$ cat config.mk
export PLATFORM = sky130hd
export DESIGN_NAME = bus_cycle_ctrl_flat
export DESIGN_NICKNAME = d
export VERILOG_FILES = /design/src/rtl/bus_cycle_ctrl_pkg.sv /design/src/rtl/bus_cycle_ctrl_if.sv /design/src/rtl/bus_cycle_ctrl_watchdog.sv /design/src/rtl/bus_cycle_ctrl.sv /design/src/flat_wrapper.sv
export SDC_FILE = /design/constraint.sdc
export NUM_CORES = 1
export LEC_CHECK = 0
export ABC_AREA = 1
export ABC_CLOCK_PERIOD_IN_PS = 1560
export CAP_MARGIN = 20
export CORE_ASPECT_RATIO = 1.25
export CORE_MARGIN = 5
export CORE_UTILIZATION = 30
export DETAILED_ROUTE_END_ITERATION = 10
export GPL_TIMING_DRIVEN = 1
export SYNTH_ARGS = -nofsm -noshare
export SYNTH_HDL_FRONTEND = slang
export SYNTH_SLANG_ARGS = --single-unit
$ cat constraint.sdc
create_clock -name clk -period 1.56 [get_ports clk]
set_input_delay 0.234 -clock clk [delete_from_list [all_inputs] [get_ports clk]]
set_output_delay 0.234 -clock clk [all_outputs]
set_load 0.05 [all_outputs]
$ cat src/rtl/bus_cycle_ctrl_pkg.sv
// Shared types and defaults for the CPU bus cycle controller: FSM states,
// decoded address regions and default wait/timeout settings.
package bus_pkg;

  typedef enum logic [2:0] {
    ST_IDLE,
    ST_DECODE,
    ST_WAIT,
    ST_ACK,
    ST_BERR
  } bus_state_t;

  typedef enum logic [1:0] {
    REGION_NONE,
    REGION_ROM,
    REGION_RAM,
    REGION_IO
  } region_t;

  localparam int unsigned DEF_ROM_WAIT     = 1;
  localparam int unsigned DEF_RAM_WAIT     = 0;
  localparam int unsigned DEF_IO_WAIT      = 2;
  localparam int unsigned DEF_BERR_TIMEOUT = 64;

  localparam logic [3:0] ADDR_ROM = 4'h0;
  localparam logic [3:0] ADDR_RAM = 4'h1;
  localparam logic [3:0] ADDR_IO  = 4'hF;

  function automatic region_t decode_region(input logic [3:0] addr_hi);
    region_t r;
    case (addr_hi)
      ADDR_ROM: r = REGION_ROM;
      ADDR_RAM: r = REGION_RAM;
      ADDR_IO:  r = REGION_IO;
      default:  r = REGION_NONE;
    endcase
    return r;
  endfunction

endpackage

$ cat src/rtl/bus_cycle_ctrl_if.sv
// CPU-side bus signals of the cycle controller; master = CPU/bench side,
// slave = controller side.
interface bus_cycle_ctrl_if;
  logic       as_n;
  logic       uds_n;
  logic       lds_n;
  logic       rw;
  logic [3:0] addr_hi;
  logic       io_wait;
  logic       rom_en;
  logic       ram_en;
  logic       io_en;
  logic       dtack_n;
  logic       berr_n;

  modport master (
    output as_n, uds_n, lds_n, rw, addr_hi, io_wait,
    input  rom_en, ram_en, io_en, dtack_n, berr_n
  );

  modport slave (
    input  as_n, uds_n, lds_n, rw, addr_hi, io_wait,
    output rom_en, ram_en, io_en, dtack_n, berr_n
  );
endinterface

$ cat src/rtl/bus_cycle_ctrl_watchdog.sv
// Bus cycle watchdog: counts cycles while run is high, saturating, and flags
// expiry on the cycle whose edge brings the count to TIMEOUT.
module bus_watchdog #(
  parameter int unsigned TIMEOUT = 64
) (
  input  logic clk,
  input  logic rst_n,
  input  logic clear,
  input  logic run,
  output logic expired
);

  localparam int unsigned LIMIT = (TIMEOUT > 0) ? TIMEOUT - 1 : 0;
  localparam int unsigned CW    = (LIMIT > 0) ? $clog2(LIMIT + 1) : 1;

  logic [CW-1:0] count;

  always_ff @(posedge clk or negedge rst_n) begin
    if (!rst_n) begin
      count <= '0;
    end else if (clear) begin
      count <= '0;
    end else if (run && (count != CW'(LIMIT))) begin
      count <= count + 1'b1;
    end
  end

  // Holding LIMIT means the coming edge is the TIMEOUT-th non-idle cycle.
  assign expired = run && (count >= CW'(LIMIT));

endmodule

$ cat src/rtl/bus_cycle_ctrl.sv
// Bus cycle controller: decodes A23..A20 into ROM/RAM/IO enables, inserts
// per-region wait states, and answers with DTACK or BERR (incl. watchdog).
module bus_cycle_ctrl
  import bus_pkg::*;
#(
  parameter int unsigned ROM_WAIT     = DEF_ROM_WAIT,
  parameter int unsigned RAM_WAIT     = DEF_RAM_WAIT,
  parameter int unsigned IO_WAIT      = DEF_IO_WAIT,
  parameter int unsigned BERR_TIMEOUT = DEF_BERR_TIMEOUT
) (
  input logic             clk,
  input logic             rst_n,
  bus_cycle_ctrl_if.slave bus
);

  localparam int unsigned MAX_WAIT =
    (ROM_WAIT > RAM_WAIT) ? ((ROM_WAIT > IO_WAIT) ? ROM_WAIT : IO_WAIT)
                          : ((RAM_WAIT > IO_WAIT) ? RAM_WAIT : IO_WAIT);
  localparam int unsigned WCW = (MAX_WAIT > 0) ? $clog2(MAX_WAIT + 1) : 1;

  bus_state_t     state;
  region_t        region_q;
  logic           rw_q;
  logic [WCW-1:0] wcnt;
  logic           armed;
  logic           strobe;
  logic           wd_clear;
  logic           wd_expired;

  function automatic logic [WCW-1:0] wait_load(input region_t r);
    logic [WCW-1:0] w;
    case (r)
      REGION_ROM: w = WCW'(ROM_WAIT);
      REGION_RAM: w = WCW'(RAM_WAIT);
      REGION_IO:  w = WCW'(IO_WAIT);
      default:    w = '0;
    endcase
    return w;
  endfunction

  assign strobe   = !bus.uds_n || !bus.lds_n;
  assign wd_clear = (state == ST_IDLE);

  bus_watchdog #(
    .TIMEOUT (BERR_TIMEOUT)
  ) u_watchdog (
    .clk     (clk),
    .rst_n   (rst_n),
    .clear   (wd_clear),
    .run     (!wd_clear),
    .expired (wd_expired)
  );

  always_ff @(posedge clk or negedge rst_n) begin
    if (!rst_n) begin
      state       <= ST_IDLE;
      region_q    <= REGION_NONE;
      rw_q        <= 1'b1;
      wcnt        <= '0;
      armed       <= 1'b0;
      bus.rom_en  <= 1'b0;
      bus.ram_en  <= 1'b0;
      bus.io_en   <= 1'b0;
      bus.dtack_n <= 1'b1;
      bus.berr_n  <= 1'b1;
    end else begin
      // A cycle already running when reset lifted must see as_n high first.
      if (bus.as_n) armed <= 1'b1;

      case (state)
        ST_IDLE: begin
          if (!bus.as_n && strobe && armed) begin
            state    <= ST_DECODE;
            region_q <= decode_region(bus.addr_hi);
            rw_q     <= bus.rw;
          end
        end

        ST_DECODE: begin
          if (bus.as_n) begin
            state <= ST_IDLE;
          end else if (wd_expired) begin
            state      <= ST_BERR;
            bus.berr_n <= 1'b0;
          end else if (region_q == REGION_NONE ||
                       (region_q == REGION_ROM && !rw_q)) begin
            // Decode errors show berr_n from the first BERR-state edge.
            state <= ST_BERR;
          end else begin
            state      <= ST_WAIT;
            wcnt       <= wait_load(region_q);
            bus.rom_en <= (region_q == REGION_ROM);
            bus.ram_en <= (region_q == REGION_RAM);
            bus.io_en  <= (region_q == REGION_IO);
          end
        end

        ST_WAIT: begin
          if (bus.as_n) begin
            state <= ST_IDLE;
            {bus.rom_en, bus.ram_en, bus.io_en} <= 3'b000;
          end else if (wd_expired) begin
            state      <= ST_BERR;
            bus.berr_n <= 1'b0;
            {bus.rom_en, bus.ram_en, bus.io_en} <= 3'b000;
          end else if (wcnt == '0) begin
            if (!(region_q == REGION_IO && bus.io_wait)) begin
              state       <= ST_ACK;
              bus.dtack_n <= 1'b0;
            end
          end else begin
            wcnt <= wcnt - 1'b1;
          end
        end

        ST_ACK: begin
          if (bus.as_n) begin
            state       <= ST_IDLE;
            bus.dtack_n <= 1'b1;
            {bus.rom_en, bus.ram_en, bus.io_en} <= 3'b000;
          end
        end

        ST_BERR: begin
          if (bus.as_n) begin
            state      <= ST_IDLE;
            bus.berr_n <= 1'b1;
          end else begin
            bus.berr_n <= 1'b0;
          end
        end

        default: begin
          state       <= ST_IDLE;
          bus.dtack_n <= 1'b1;
          bus.berr_n  <= 1'b1;
          {bus.rom_en, bus.ram_en, bus.io_en} <= 3'b000;
        end
      endcase
    end
  end

endmodule

$ cat src/flat_wrapper.sv
// flat-port wrapper written by rule: the top's interface ports become plain ports
module bus_cycle_ctrl_flat import bus_pkg::*;
#(
  parameter int unsigned ROM_WAIT     = DEF_ROM_WAIT,
  parameter int unsigned RAM_WAIT     = DEF_RAM_WAIT,
  parameter int unsigned IO_WAIT      = DEF_IO_WAIT,
  parameter int unsigned BERR_TIMEOUT = DEF_BERR_TIMEOUT
)
  (clk, rst_n, bus_as_n, bus_uds_n, bus_lds_n, bus_rw, bus_addr_hi, bus_io_wait, bus_rom_en, bus_ram_en, bus_io_en, bus_dtack_n, bus_berr_n);
  bus_cycle_ctrl_if bus_i ();
  input logic clk;
  input logic rst_n;
  input wire logic [$bits(bus_i.as_n)-1:0] bus_as_n;
  input wire logic [$bits(bus_i.uds_n)-1:0] bus_uds_n;
  input wire logic [$bits(bus_i.lds_n)-1:0] bus_lds_n;
  input wire logic [$bits(bus_i.rw)-1:0] bus_rw;
  input wire logic [$bits(bus_i.addr_hi)-1:0] bus_addr_hi;
  input wire logic [$bits(bus_i.io_wait)-1:0] bus_io_wait;
  output wire logic [$bits(bus_i.rom_en)-1:0] bus_rom_en;
  output wire logic [$bits(bus_i.ram_en)-1:0] bus_ram_en;
  output wire logic [$bits(bus_i.io_en)-1:0] bus_io_en;
  output wire logic [$bits(bus_i.dtack_n)-1:0] bus_dtack_n;
  output wire logic [$bits(bus_i.berr_n)-1:0] bus_berr_n;
  assign bus_i.as_n = bus_as_n;
  assign bus_i.uds_n = bus_uds_n;
  assign bus_i.lds_n = bus_lds_n;
  assign bus_i.rw = bus_rw;
  assign bus_i.addr_hi = bus_addr_hi;
  assign bus_i.io_wait = bus_io_wait;
  assign bus_rom_en = bus_i.rom_en;
  assign bus_ram_en = bus_i.ram_en;
  assign bus_io_en = bus_i.io_en;
  assign bus_dtack_n = bus_i.dtack_n;
  assign bus_berr_n = bus_i.berr_n;
  bus_cycle_ctrl #(.ROM_WAIT(ROM_WAIT), .RAM_WAIT(RAM_WAIT), .IO_WAIT(IO_WAIT), .BERR_TIMEOUT(BERR_TIMEOUT)) u_core (.clk(clk), .rst_n(rst_n), .bus(bus_i));
endmodule
==> metrics list, run 1 <==
* Final hold violations: 0
- Commonest non-fill, non-tap cells in the layout: 50 x sky130_fd_sc_hd__nand2_1, 19 x sky130_fd_sc_hd__buf_4, 17 x sky130_fd_sc_hd__inv_1, 17 x sky130_fd_sc_hd__dfrtp_1
- Unrepaired setup endpoints after global routing: false
- In this run the biggest area consumer among cell types represents between 30% and 40% of the synthesized area.
* TritonCTS Buffers: 3
* Worst min-delay path class: input pin to async pin
- Summed over all cells, the static leakage comes to 0.7856 nW.
- Arr. time, crit path: roughly 1.6 ns
* Clock slew at reported path FFs: 0.08 ns
- Number of nets in the finished design: a little over 200
- TritonCTS built the clock tree.
- The congestion estimate from routability-driven global placement came to 0.8882.
- Maximum number of pins on one net before global-route repair: 21
- Once detailed placement completed, the half-perimeter wirelength came to 1974 um.
- Status: completed
- Summing over every cut layer, the via total after detailed routing is 1,086.
- Leaving out fill and tap cells, the most frequent cell in the layout is sky130_fd_sc_hd__nand2_1.
* Buffers on Ports: 15
- Die height: approximately 80 um
* Post-synthesis sequential area ratio: 43.80%
- Reg-to-reg setup timing slack: about 0.11 ns
* Startpoint kind of the worst setup timing path: register
- Register bit total from synthesis: 20
- Power spread over the standard cell area amounts to around 1700 nW/um^2.
* Instance count of the mapped netlist: ~150
- Cell at the root of the clock tree: sky130_fd_sc_hd__clkbuf_8
- Critical Path End Type: register
- Sequential standard cell area: ~500 um^2
- Sinks on Clock Net: 20
* Post-placement worst setup slack: -0.03895 ns
- Timing-limited maximum frequency: slightly below 0.7 GHz
- The post-route netlist has between 20 and 25% of its cells at a drive strength greater than 1.
- Buffers inserted to repair hold after CTS numbered 0.
* DRC violation count after routing: 0
* Area contributors post-synth: sky130_fd_sc_hd__dfrtp_1 37%, sky130_fd_sc_hd__nand2_1 17%, sky130_fd_sc_hd__nand3_1 7.0%
- Final setup margin: between 0.1 and 0.15 ns
* Core outline area: approximately 3800 um^2
- Crit Path Max Fanout: 8
- The final max-slew violation count is 0.
- Number of placement rows: 25
* Data required time at the worst endpoint: between 1.5 and 2 ns
- After layout, the worst path uses ~93% of the clock period.
- Final period demand of the worst path: between 1 and 1.5 ns
* Final Skew: approximately 0.0090 ns
- The number of antenna diodes in the final layout is 0.
* Total wire length: about 2600 um
- The average instance in the mapped netlist occupies around 7.5 um^2.
- Summed over all layers, the global routing overflow is 0.
- VDD sags by at most approximately 0.65 mV.
* Initial DRT Pass Iterations: 4
* Average detailed-routed wire length per instance: 11.35 um
- The multi-input combinational cells in the finished layout cover a total of around 590 um^2.
- Summed over all instances, the cell type with the most area after synthesis is sky130_fd_sc_hd__dfrtp_1.
- Drt via density: approximately 4.8
- The die covers approximately 5200 um^2.
* Max-cap violations: 0
* All-layer global routing usage: approximately 11%
- Number of warnings issued by yosys: 0
* Worst-case headroom to the max-slew limit: roughly four fifths
- After filler insertion, the fill cell instance count of the layout stands at between 300 and 400.
- Measured on the finished design, the core utilization comes to approximately two fifths.
- Actual slew at the worst max-slew pin: between 0.2 and 0.3 ns
- Number of placed I/O pins: 16
- Hold is met by slightly above 0.3 ns.
- The initial utilization of the core area, before any placement, comes to between 30% and 40%.
- Synth Net Count: 167
* DRT antenna net count: 0
- The first global-routing pass estimated 4491 um of wire.
- The via count of the first global-routing pass came to 1,087.
* Critical setup path kind: register to register
- Synthesis instantiated 24 different standard cells from the library.
- Deepest level of the CTS H-tree: 1
- Setup violations remaining at the end of the flow were counted as 0.
* Clock insertion delay at the later pin of the skew report: around 0.26 ns
- The number of antenna violations at the first check in global routing is 0.
- Synth-to-layout area growth: 34.02%
* Clock buffer depth: 2
- In this run the cell area of the synthesized design comes to about 1200 um^2.
- In this run the horizontal extent of the chip is between 60 and 70 um.
* Drt first-iter violations: 37
[cell usage after synthesis]
library cell	count
sky130_fd_sc_hd__nand2_1	51
sky130_fd_sc_hd__dfrtp_1	17
sky130_fd_sc_hd__inv_1	17
sky130_fd_sc_hd__nand3_1	16
sky130_fd_sc_hd__nor2_1	13
sky130_fd_sc_hd__nand4_1	7
sky130_fd_sc_hd__o21ai_0	7
sky130_fd_sc_hd__a21oi_1	3
sky130_fd_sc_hd__dfstp_2	3
sky130_fd_sc_hd__a31oi_1	2
sky130_fd_sc_hd__ha_1	2
sky130_fd_sc_hd__nand2_2	2
sky130_fd_sc_hd__nor3_1	2
sky130_fd_sc_hd__xnor2_1	2
sky130_fd_sc_hd__a211oi_1	1
sky130_fd_sc_hd__a21oi_2	1
sky130_fd_sc_hd__a31o_2	1
sky130_fd_sc_hd__buf_6	1
sky130_fd_sc_hd__inv_2	1
sky130_fd_sc_hd__nand3_2	1
sky130_fd_sc_hd__nand3_4	1
sky130_fd_sc_hd__nor2_2	1
sky130_fd_sc_hd__nor2_4	1
sky130_fd_sc_hd__or2_2	1
[final cells by class]
class                      count  area share [%]
timing repair buffer          31           18.33
inverter                      18           4.380
tap                           40           3.244
sequential                    20           32.68
clock buffer                   4           2.920
multi-input combinational    115           38.44
[power breakdown]
part	internal, mW	total, mW	switching [mW]
Clock	0.182	0.351	0.169
Combinational	0.581	1.47	0.890
Sequential	0.722	0.874	0.151
[worst max-delay path, cell delays in order (launching register included)]
cell	delay [ns]
sky130_fd_sc_hd__dfrtp_1	0.38
sky130_fd_sc_hd__inv_1	0.20
sky130_fd_sc_hd__nand3_4	0.15
sky130_fd_sc_hd__or2_2	0.33
sky130_fd_sc_hd__nand3_1	0.12
sky130_fd_sc_hd__nor2_1	0.07
sky130_fd_sc_hd__nand2_1	0.05
sky130_fd_sc_hd__nand2_1	0.05
[metrics by stage]
stage | total power [mW] | setup TNS, ns | instance area (um^2) | cells
floorplan | 1.840 | 0 | 1151 | 154
global placement | 2.306 | -0.01513 | 1458 | 222
detailed placement | 2.315 | -0.1236 | 1458 | 222
CTS | 2.682 | 0 | 1503 | 226
global route | 2.939 | 0 | 1543 | 228
finish | 2.696 | 0 | 1543 | 228
[path summary, 6_finish.rpt]
path,startpoint,endpoint,cells past startpoint
max,u_core.state[2],u_core.wcnt[0],7
min,rst_n,u_core.region_q[0],2
max reg2reg,u_core.state[2],u_core.wcnt[0],7
min reg2reg,u_core.rw_q,u_core.rw_q,2
max in group asynchronous,rst_n,u_core.rw_q,2
min in group clk,u_core.rw_q,u_core.rw_q,2
[state kept, by name, indices dropped and copies added (netlist names)]
signal,cells
u_core.state,3
u_core.bus.berr_n,1
u_core.bus.dtack_n,1
u_core.bus.ram_en,1
u_core.bus.rom_en,1
u_core.u_watchdog.count,6
u_core.bus.io_en,1
u_core.wcnt,2
u_core.armed,1
u_core.rw_q,1
u_core.region_q,2
[per-layer routing]
metal,wire [um],track usage (%),share of wire [%]
met2,1282,18.84,50
met4,70,6.017,2.7
met3,75,1.132,2.9
met1,1160,12.90,45
met5,0,0,0
[kinds of logic after synthesis]
group / share of synthesized area (%)
AND/OR/NAND/NOR: 38.04
AO/OA/AOI/OAI: 7.608
XOR/XNOR: 1.522
flip-flops: 43.80
adder cells (fa/ha/maj): 2.174
buffers and inverters: 6.847
[timing repair]
action,4_1_cts,5_1_grt
buffers inserted,0,2
setup endpoints to repair,0,6
resized for setup,0,6
Power figures use the tool's default switching activity.
==> run 2: changes to the inputs <==
CELL_PAD_IN_SITES_DETAIL_PLACEMENT = 1   (was not set)
CELL_PAD_IN_SITES_GLOBAL_PLACEMENT = 2   (was not set)
DONT_BUFFER_PORTS = 1   (was not set)
PLACE_DENSITY_LB_ADDON = 0.1   (was not set)
TNS_END_PERCENT = 5   (was not set)
==> run 2 against run 1 <==
Against the previous run: sequential share of layout area grew 4.3 points; global-route usage grew 2.3 points; sequential cell count is the same; first-iteration DRC count shrank 35%; total power shrank 4.1%; cell count shrank 7.9%; clock power grew 18%; fmax grew 1.0%; highest routed layer unchanged.
==> metrics list, run 2 (synthesis results as in run 1) <==
- Detailed Place HPWL: 2288 um (was 1974 um)
- Commonest non-fill, non-tap cells in the layout: 51 x sky130_fd_sc_hd__nand2_1, 17 x sky130_fd_sc_hd__inv_1, 17 x sky130_fd_sc_hd__dfrtp_1, 14 x sky130_fd_sc_hd__nand3_1, 13 x sky130_fd_sc_hd__nor2_1 (was 50 x sky130_fd_sc_hd__nand2_1, 19 x sky130_fd_sc_hd__buf_4, 17 x sky130_fd_sc_hd__inv_1, 17 x sky130_fd_sc_hd__dfrtp_1)
- Cell at the root of the clock tree: sky130_fd_sc_hd__clkbuf_8 (unchanged)
- Area occupied by multi-input gates: 580.6 um^2 (was 593.1 um^2)
- Net switching fraction of the power: 46.80% (was 44.93%)
* Remaining global-route overflow: 0 (unchanged)
* Synth-to-layout area growth: 18.59% (was 34.02%)
- The number of buffers created by CTS was 3 (unchanged).
- The worst hold path passes through 2 cells.
- Maximum number of pins on one net before global-route repair: 21 (unchanged)
- Max-slew violations: 0 (unchanged)
- The share of final-layout standard cells stronger than drive strength 1 was 18.82% (was 22.34%).
- The area of the die is 5184 um^2 (unchanged).
- Number of antenna violations at the first check in global routing: 0 (unchanged)
- The first-pass GRT wire length is 5202 um (was 4491 um).
- Initial Utilization: 30.67% (unchanged)
- The overall die width is 65.41 um (unchanged).
* Clock buffer depth: 2 (unchanged)
- The number of antenna-violating nets in the routed design is 0 (unchanged).
- All-layer global routing usage: 13.17% (was 10.87%)
- Worst Hold Margin: 0.05073 ns (was 0.3110 ns)
- Cell total after placement: 201 (was 222)
- The count of nets after finishing is 184 (was 202).
- The critical path class is register to register (unchanged).
- Drt via density: 4.967 (was 4.763)
- Share of power burned in the clock network: 16.0% (was 13.0%)
- The worst endpoint required time is 1.72 ns (was 1.71 ns).
- The average wire per cell in the routed design was 14.09 um (was 11.35 um).
- The clock-pin slew on the worst setup and hold paths was 0.08 ns (about the same).
* Drt first-iter violations: 24 (was 37)
- Final period demand of the worst path: 1.440 ns (was 1.455 ns)
- Startpoint kind of the worst setup timing path: register (unchanged)
- Core outline area: 3754 um^2 (unchanged)
- Status: completed (unchanged).
* Antenna cells: 0 (unchanged)
* Worst-case headroom to the max-slew limit: 66.38% (was 80.47%)
- The detailed-route DRC error count was 0 (unchanged).
- The aggregate routed wire length was 2958 um (was 2588 um).
- The setup-violating endpoint count in the final report was 0 (unchanged).
- Deepest level of the CTS H-tree: 1 (unchanged)
- The maximum clock rate is 0.6945 GHz (was 0.6875 GHz).
* Biggest regs: u_core.u_watchdog.count x6, u_core.state x3 (unchanged)
* Clock insertion delay at the later pin of the skew report: 0.26 ns (about the same)
- Power dissipated by switching net loads: 1.210 mW (was 1.211 mW)
- The die height was 79.26 um (unchanged).
- Sinks on Clock Net: 20 (unchanged)
- Worst min-delay path class: input pin to register (was input pin to async pin)
- Final hold violations: 0 (unchanged)
- The relative contribution of combinational cells to total power came to 42.5% (was 54.6%).
- Vias after detailed routing: 1,043 (was 1,086)
* Arr. time, crit path: 1.60 ns (about the same)
- Pwr dens: 1894 nW/um^2 (was 1747 nW/um^2)
- Initial DRT Pass Iterations: 4 (unchanged)
- The number of cells on the worst reg-to-reg path was 9 (was 7).
- The most common cell after layout, fill and taps aside was sky130_fd_sc_hd__nand2_1 (unchanged).
* Final standard cell count with taps included and fillers excluded: 210 (was 228)
* Unrepaired setup endpoints after global routing: true (was false)
- Sequential standard cell area: 504.2 um^2 (unchanged)
- The via count of the first global-routing pass is 1,132 (was 1,087).
* Filler cells: 471 (was 395)
* Share of power burned in registers: 41.5% (was 32.4%)
- TritonCTS clock tree: done (unchanged)
* Total leakage power: 0.7042 nW (was 0.7856 nW)
- The kind of end point of the critical path is a register (unchanged).
- Number of placed I/O pins: 16 (unchanged)
- The ratio of final minimum period to clock period is 92.30% (was 93.24%).
* Max-cap violations: 0 (unchanged)
- Number of placement rows: 25 (unchanged)
- Placer Congestion: 0.7373 (was 0.8882)
* Most flops, register: u_core.u_watchdog.count (unchanged)
- Buffers on Ports: 0 (was 15)
* Post-layout total power: 2.586 mW (was 2.696 mW)
* Final Skew: 0.0008272 ns (was 0.009028 ns)
- The maximum fanout encountered on the critical timing path is 4 (was 8).
* Cell internal pwr: 1.376 mW (was 1.484 mW)
- The number of flip-flops in the largest register is 6 (unchanged).
- Actual slew at the worst max-slew pin: 0.5026 ns (was 0.2918 ns)
* IR Drop Worst-Case VDD: 0.5249 mV (was 0.6458 mV)
-- run 2: metal layers --
metal	routed length, um	vias up	global-route usage [%]
li1	-	533	-
met4	71	0	6.846
met3	92	5	2.405
met1	1365	492	15.56
met5	0	-	0
met2	1429	13	22.39
-- run 2: critical path, cell delays in order, from the launching register on --
cell and delay (ns):
sky130_fd_sc_hd__dfrtp_1 0.39, sky130_fd_sc_hd__ha_2 0.22, sky130_fd_sc_hd__nand3_2 0.12, sky130_fd_sc_hd__nor2_4 0.15, sky130_fd_sc_hd__buf_4 0.14, sky130_fd_sc_hd__a21oi_2 0.06
sky130_fd_sc_hd__nand2_1 0.10, sky130_fd_sc_hd__nand2_1 0.06, sky130_fd_sc_hd__nand2_1 0.06, sky130_fd_sc_hd__nand2_1 0.05
-- run 2: power groups by stage --
| stage | sequential, mW | clock, mW | combinational, mW |
|---|---|---|---|
| finish | 1.07 | 0.414 | 1.10 |
| global route | 1.10 | 0.449 | 1.29 |
| CTS | 1.08 | 0.431 | 1.09 |
| detailed placement | 1.09 | 0 | 1.06 |
| global placement | 1.08 | 0 | 1.05 |
| floorplan | 1.05 | 0 | 0.793 |
-- run 2: cell type report --
type | count | area share [%]
multi-input combinational | 115 | 42.53
sequential | 20 | 36.94
timing repair buffer | 13 | 7.883
inverter | 18 | 4.950
clock buffer | 4 | 4.033
tap | 40 | 3.666
-- run 2: timing repair --
action,in CTS,in global routing
hold buffers,1,0
setup endpoints to repair,1,9
setup buffers,1,2
gates resized for setup,1,3
hold endpoints to repair,20,0
pin swaps,1,1
-- run 2: final timing paths --
| kind | from | endpoint | slack (ns) |
|---|---|---|---|
| worst max-delay path | u_core.u_watchdog.count[0] | u_core.state[1] | 0.12 |
| min in group asynchronous | rst_n | u_core.u_watchdog.count[5] | 0.37 |
| worst min-delay path | bus_rw | u_core.rw_q | 0.05 |
| worst min register to register | u_core.rw_q | u_core.rw_q | 0.48 |
| max in group asynchronous | rst_n | u_core.rw_q | 0.65 |
| worst max register to register | u_core.u_watchdog.count[0] | u_core.state[1] | 0.12 |
-- run 2: through the flow --
stage | TNS, ns | cell area (um^2) | worst slack (ns) | util, %
after detailed placement | 0 | 1250 | 0.004828 | 33.30
after floorplan | 0 | 1151 | 0.1652 | -
after global placement | 0 | 1250 | 0.07761 | 33.30
final | 0 | 1365 | 0.1202 | 36.37
after CTS | 0 | 1328 | 0.02817 | 35.37
after global routing | -0.03168 | 1365 | -0.02666 | 36.37
==> run 3: changes to the inputs <==
--- a/config.mk
+++ b/config.mk
@@ -14,3 +14,3 @@
 export CORE_MARGIN = 5
-export CORE_UTILIZATION = 30
+export CORE_UTILIZATION = 35
 export DETAILED_ROUTE_END_ITERATION = 10
==> constraint.sdc (replaced) <==
create_clock -name clk -period 1.56 [get_ports clk]
set_input_delay 0.156 -clock clk [delete_from_list [all_inputs] [get_ports clk]]
set_output_delay 0.156 -clock clk [all_outputs]
set_load 0.05 [all_outputs]
==> run 3 against run 2 <==
Against the previous run: hold slack about the same; first-iteration DRC count down 29%; global-route usage up 2.5 points; routed wire length up 4.5%; highest routed layer unchanged; cell count down 1.4%; sequential share of layout area down 0.77 points; via count up 3.7%; non-clock buffer count unchanged; count of clock-buffer cells in the layout unchanged; sequential cell count unchanged; sequential power about the same.
==> metrics list, run 3 (synthesis results as in run 1) <==
- Status: completed (unchanged).
- Logic depth of the worst register-to-register path: 8 (was 9)
- The maximum clock rate came to 0.7177 GHz (was 0.6945 GHz).
- Cell total after placement: 197 (was 201)
* Horizontal die dimension: 61.30 um (was 65.41 um)
- The placement-stage worst setup slack came to -0.007329 ns (was 0.004828 ns).
- First-pass GRT wire length: 5285 um (was 5202 um)
* Synth-to-layout area growth: 21.41% (was 18.59%)
* Worst reg2reg startpoint: u_core.u_watchdog.count[0] (unchanged)
- The depth of the CTS H-tree is 1 (unchanged).
* Beginning of the worst hold path: bus_as_n (was bus_rw)
- Total leakage power: 0.7095 nW (was 0.7042 nW)
* Critical setup path kind: register to register (unchanged)
- The number of buffers created by CTS was 3 (unchanged).
- The post-route worst hold slack is 0.05122 ns (was 0.05073 ns).
- The clock-pin slew on the worst setup and hold paths is 0.08 ns (about the same).
- The final max-slew violation count came to 0 (unchanged).
- Final standard cell count with taps included and fillers excluded: 207 (was 210)
- Post-layout total power: 2.681 mW (was 2.586 mW)
- Worst min-delay path class: input pin to register (unchanged)
- DRT antenna net count: 0 (unchanged)
- The number of detailed-routing iterations run before antenna repair is 4 (unchanged).
* TritonCTS clock tree: done (unchanged)
- Data required time at the worst endpoint: 1.72 ns (about the same)
- Number of global-route vias before repair: 1,165 (was 1,132)
- Average detailed-routed wire length per instance: 14.94 um (was 14.09 um)
- Maximum number of pins on one net before global-route repair: 21 (unchanged)
- Critical Path End Type: register (unchanged)
- The time the worst path needs with I/O delays and setup was 1.393 ns (was 1.440 ns).
* Initial Utilization: 36.04% (was 30.67%)
- Final hold violations: 0 (unchanged)
- The detailed-placement wirelength estimate came to 2352 um (was 2288 um).
- DRC violation count after routing: 0 (unchanged)
- Filler cells: 400 (was 471)
- Total wire length: 3092 um (was 2958 um)
- The worst hold path stage count is 2 (unchanged).
- Arr. time, crit path: 1.55 ns (was 1.60 ns)
* IR Drop Worst-Case VDD: 0.7898 mV (was 0.5249 mV)
- Die area: 4543 um^2 (was 5184 um^2)
* Worst-case headroom to the max-slew limit: 68.30% (was 66.38%)
- The most common cell after layout, fill and taps aside was sky130_fd_sc_hd__nand2_1 (unchanged).
* Number of placed I/O pins: 16 (unchanged)
- Reg-to-reg setup timing slack: 0.17 ns (was 0.12 ns)
- The die height was 74.12 um (was 79.26 um).
- Final number of setup-violating endpoints: 0 (unchanged)
- Sinks on Clock Net: 20 (unchanged)
- The final core utilization is 43.75% (was 36.37%).
* Cell at the root of the clock tree: sky130_fd_sc_hd__clkbuf_8 (unchanged)
* Commonest non-fill, non-tap cells in the layout: 49 x sky130_fd_sc_hd__nand2_1, 16 x sky130_fd_sc_hd__inv_1, 16 x sky130_fd_sc_hd__dfrtp_1, 13 x sky130_fd_sc_hd__nand3_1, 12 x sky130_fd_sc_hd__nor2_1 (was 51 x sky130_fd_sc_hd__nand2_1, 17 x sky130_fd_sc_hd__inv_1, 17 x sky130_fd_sc_hd__dfrtp_1, 14 x sky130_fd_sc_hd__nand3_1, 13 x sky130_fd_sc_hd__nor2_1)
- Flip-flop count of the largest register, all copies and words added: 6 (unchanged)
- Core outline area: 3194 um^2 (was 3754 um^2)
- The all-layer global routing usage came to 15.67% (was 13.17%).
* Startpoint kind of the worst setup timing path: register (unchanged)
- The residual overflow from global routing was 0 (unchanged).
- Crit Path Max Fanout: 5 (was 4)
- Endpoint of the most critical register-to-register path: u_core.bus.ram_en (was u_core.state[1])
* Antenna cells: 0 (unchanged)
* Clock buffer depth: 2 (unchanged)
- The count of nets after finishing is 184 (unchanged).
* Drt first-iter violations: 17 (was 24)
- Biggest regs: u_core.u_watchdog.count x6, u_core.state x3 (unchanged)
* Share of post-route cells with drive strength above 1: 21.76% (was 18.82%)
* Most flops, register: u_core.u_watchdog.count (unchanged)
* Final setup margin: 0.1667 ns (was 0.1202 ns)
- Final critical-path share of the clock period: 89.31% (was 92.30%)
- Actual slew at the worst max-slew pin: 0.4755 ns (was 0.5026 ns)
- Number of antenna violations at the first check in global routing: 0 (unchanged)
- The worst setup skew after layout came to 0.001968 ns (was 0.0008272 ns).
- The global placer's final weighted congestion came to 0.8049 (was 0.7373).
- The cell area power density was 1919 nW/um^2 (was 1894 nW/um^2).
- Number of placement rows: 23 (was 25)
- The endpoint with the worst hold slack is u_core.armed (was u_core.rw_q).
- Buffers on Ports: 0 (unchanged)
- The number of vias in the routed layout came to 1,082 (was 1,043).
- The per-cell via count in the routed design was 5.227 (was 4.967).
- The max-capacitance violation count came to 0 (unchanged).
- Clock insertion delay at the later pin of the skew report: 0.26 ns (about the same)
==> run 3: cell types whose count changed in the layout (fill, tap and decap cells not counted), sizes merged <==
cell,delta
dlygate4sd3,+1
buf,-1
==> run 3: worst max-delay path by stage <==
stage	start	to	cells after the start
global placement	u_core.u_watchdog.count[0]	u_core.bus.ram_en	8
finish	u_core.u_watchdog.count[0]	u_core.bus.ram_en	8
CTS	u_core.u_watchdog.count[0]	u_core.bus.ram_en	8
floorplan	u_core.u_watchdog.count[0]	u_core.bus.io_en	8
detailed placement	u_core.u_watchdog.count[0]	u_core.bus.ram_en	8
global route	u_core.state[0]	u_core.wcnt[0]	8
==> run 3: metrics by stage <==
step	setup TNS, ns	instance area [um^2]
4_1_cts	0	1326
2_1_floorplan	0	1151
3_3_place_gp	0	1239
5_1_grt	-0.0002826	1398
3_5_place_dp	-0.007329	1239
6_report	0	1398
==> run 3: what timing repair did <==
action	CTS	global route
endpoints found under the hold margin	21	0
gates cloned	0	0
buffers inserted	1	2
endpoints found under the setup margin	3	10
pin swaps	1	1
gates resized for setup	1	13
hold buffers	2	0
==> run 3: final cells by class <==
class / count / area, um^2 / share of cell area (%)
Multi-Input combinational cell: 115 / 613.1 / 43.87
Sequential cell: 20 / 505.5 / 36.17
Timing Repair Buffer: 13 / 110.1 / 7.878
Inverter: 18 / 67.56 / 4.834
Clock buffer: 4 / 55.05 / 3.939
Tap cell: 37 / 46.29 / 3.312
==> run 3: per-layer routing <==
metal / part of all wire (%) / global-route usage [%] / vias to the layer above
li1: - / - / 535
met1: 40 / 17.56 / 531
met2: 56 / 29.41 / 12
met3: 2.9 / 2.257 / 4
met4: 1.5 / 5.060 / 0
met5: 0 / 0 / -
==> run 3: where the power goes <==
group | internal, mW | total, mW | switching, mW | leakage, nW
logic | 0.461 | 1.19 | 0.732 | 0.429
registers | 0.724 | 1.08 | 0.354 | 0.252
clock network | 0.225 | 0.411 | 0.186 | 0.0288
total | 1.41 | 2.68 | 1.27 | 0.709
==> run 3: worst max-delay path: stages (launching register included) <==
cell and delay (ns):
sky130_fd_sc_hd__dfrtp_1 0.37, sky130_fd_sc_hd__ha_2 0.21, sky130_fd_sc_hd__nand3_2 0.12, sky130_fd_sc_hd__nor2_4 0.15
sky130_fd_sc_hd__nand2_2 0.10, sky130_fd_sc_hd__nand3_2 0.12, sky130_fd_sc_hd__nand3_2 0.09, sky130_fd_sc_hd__nand2_1 0.08
sky130_fd_sc_hd__nand2_1 0.06
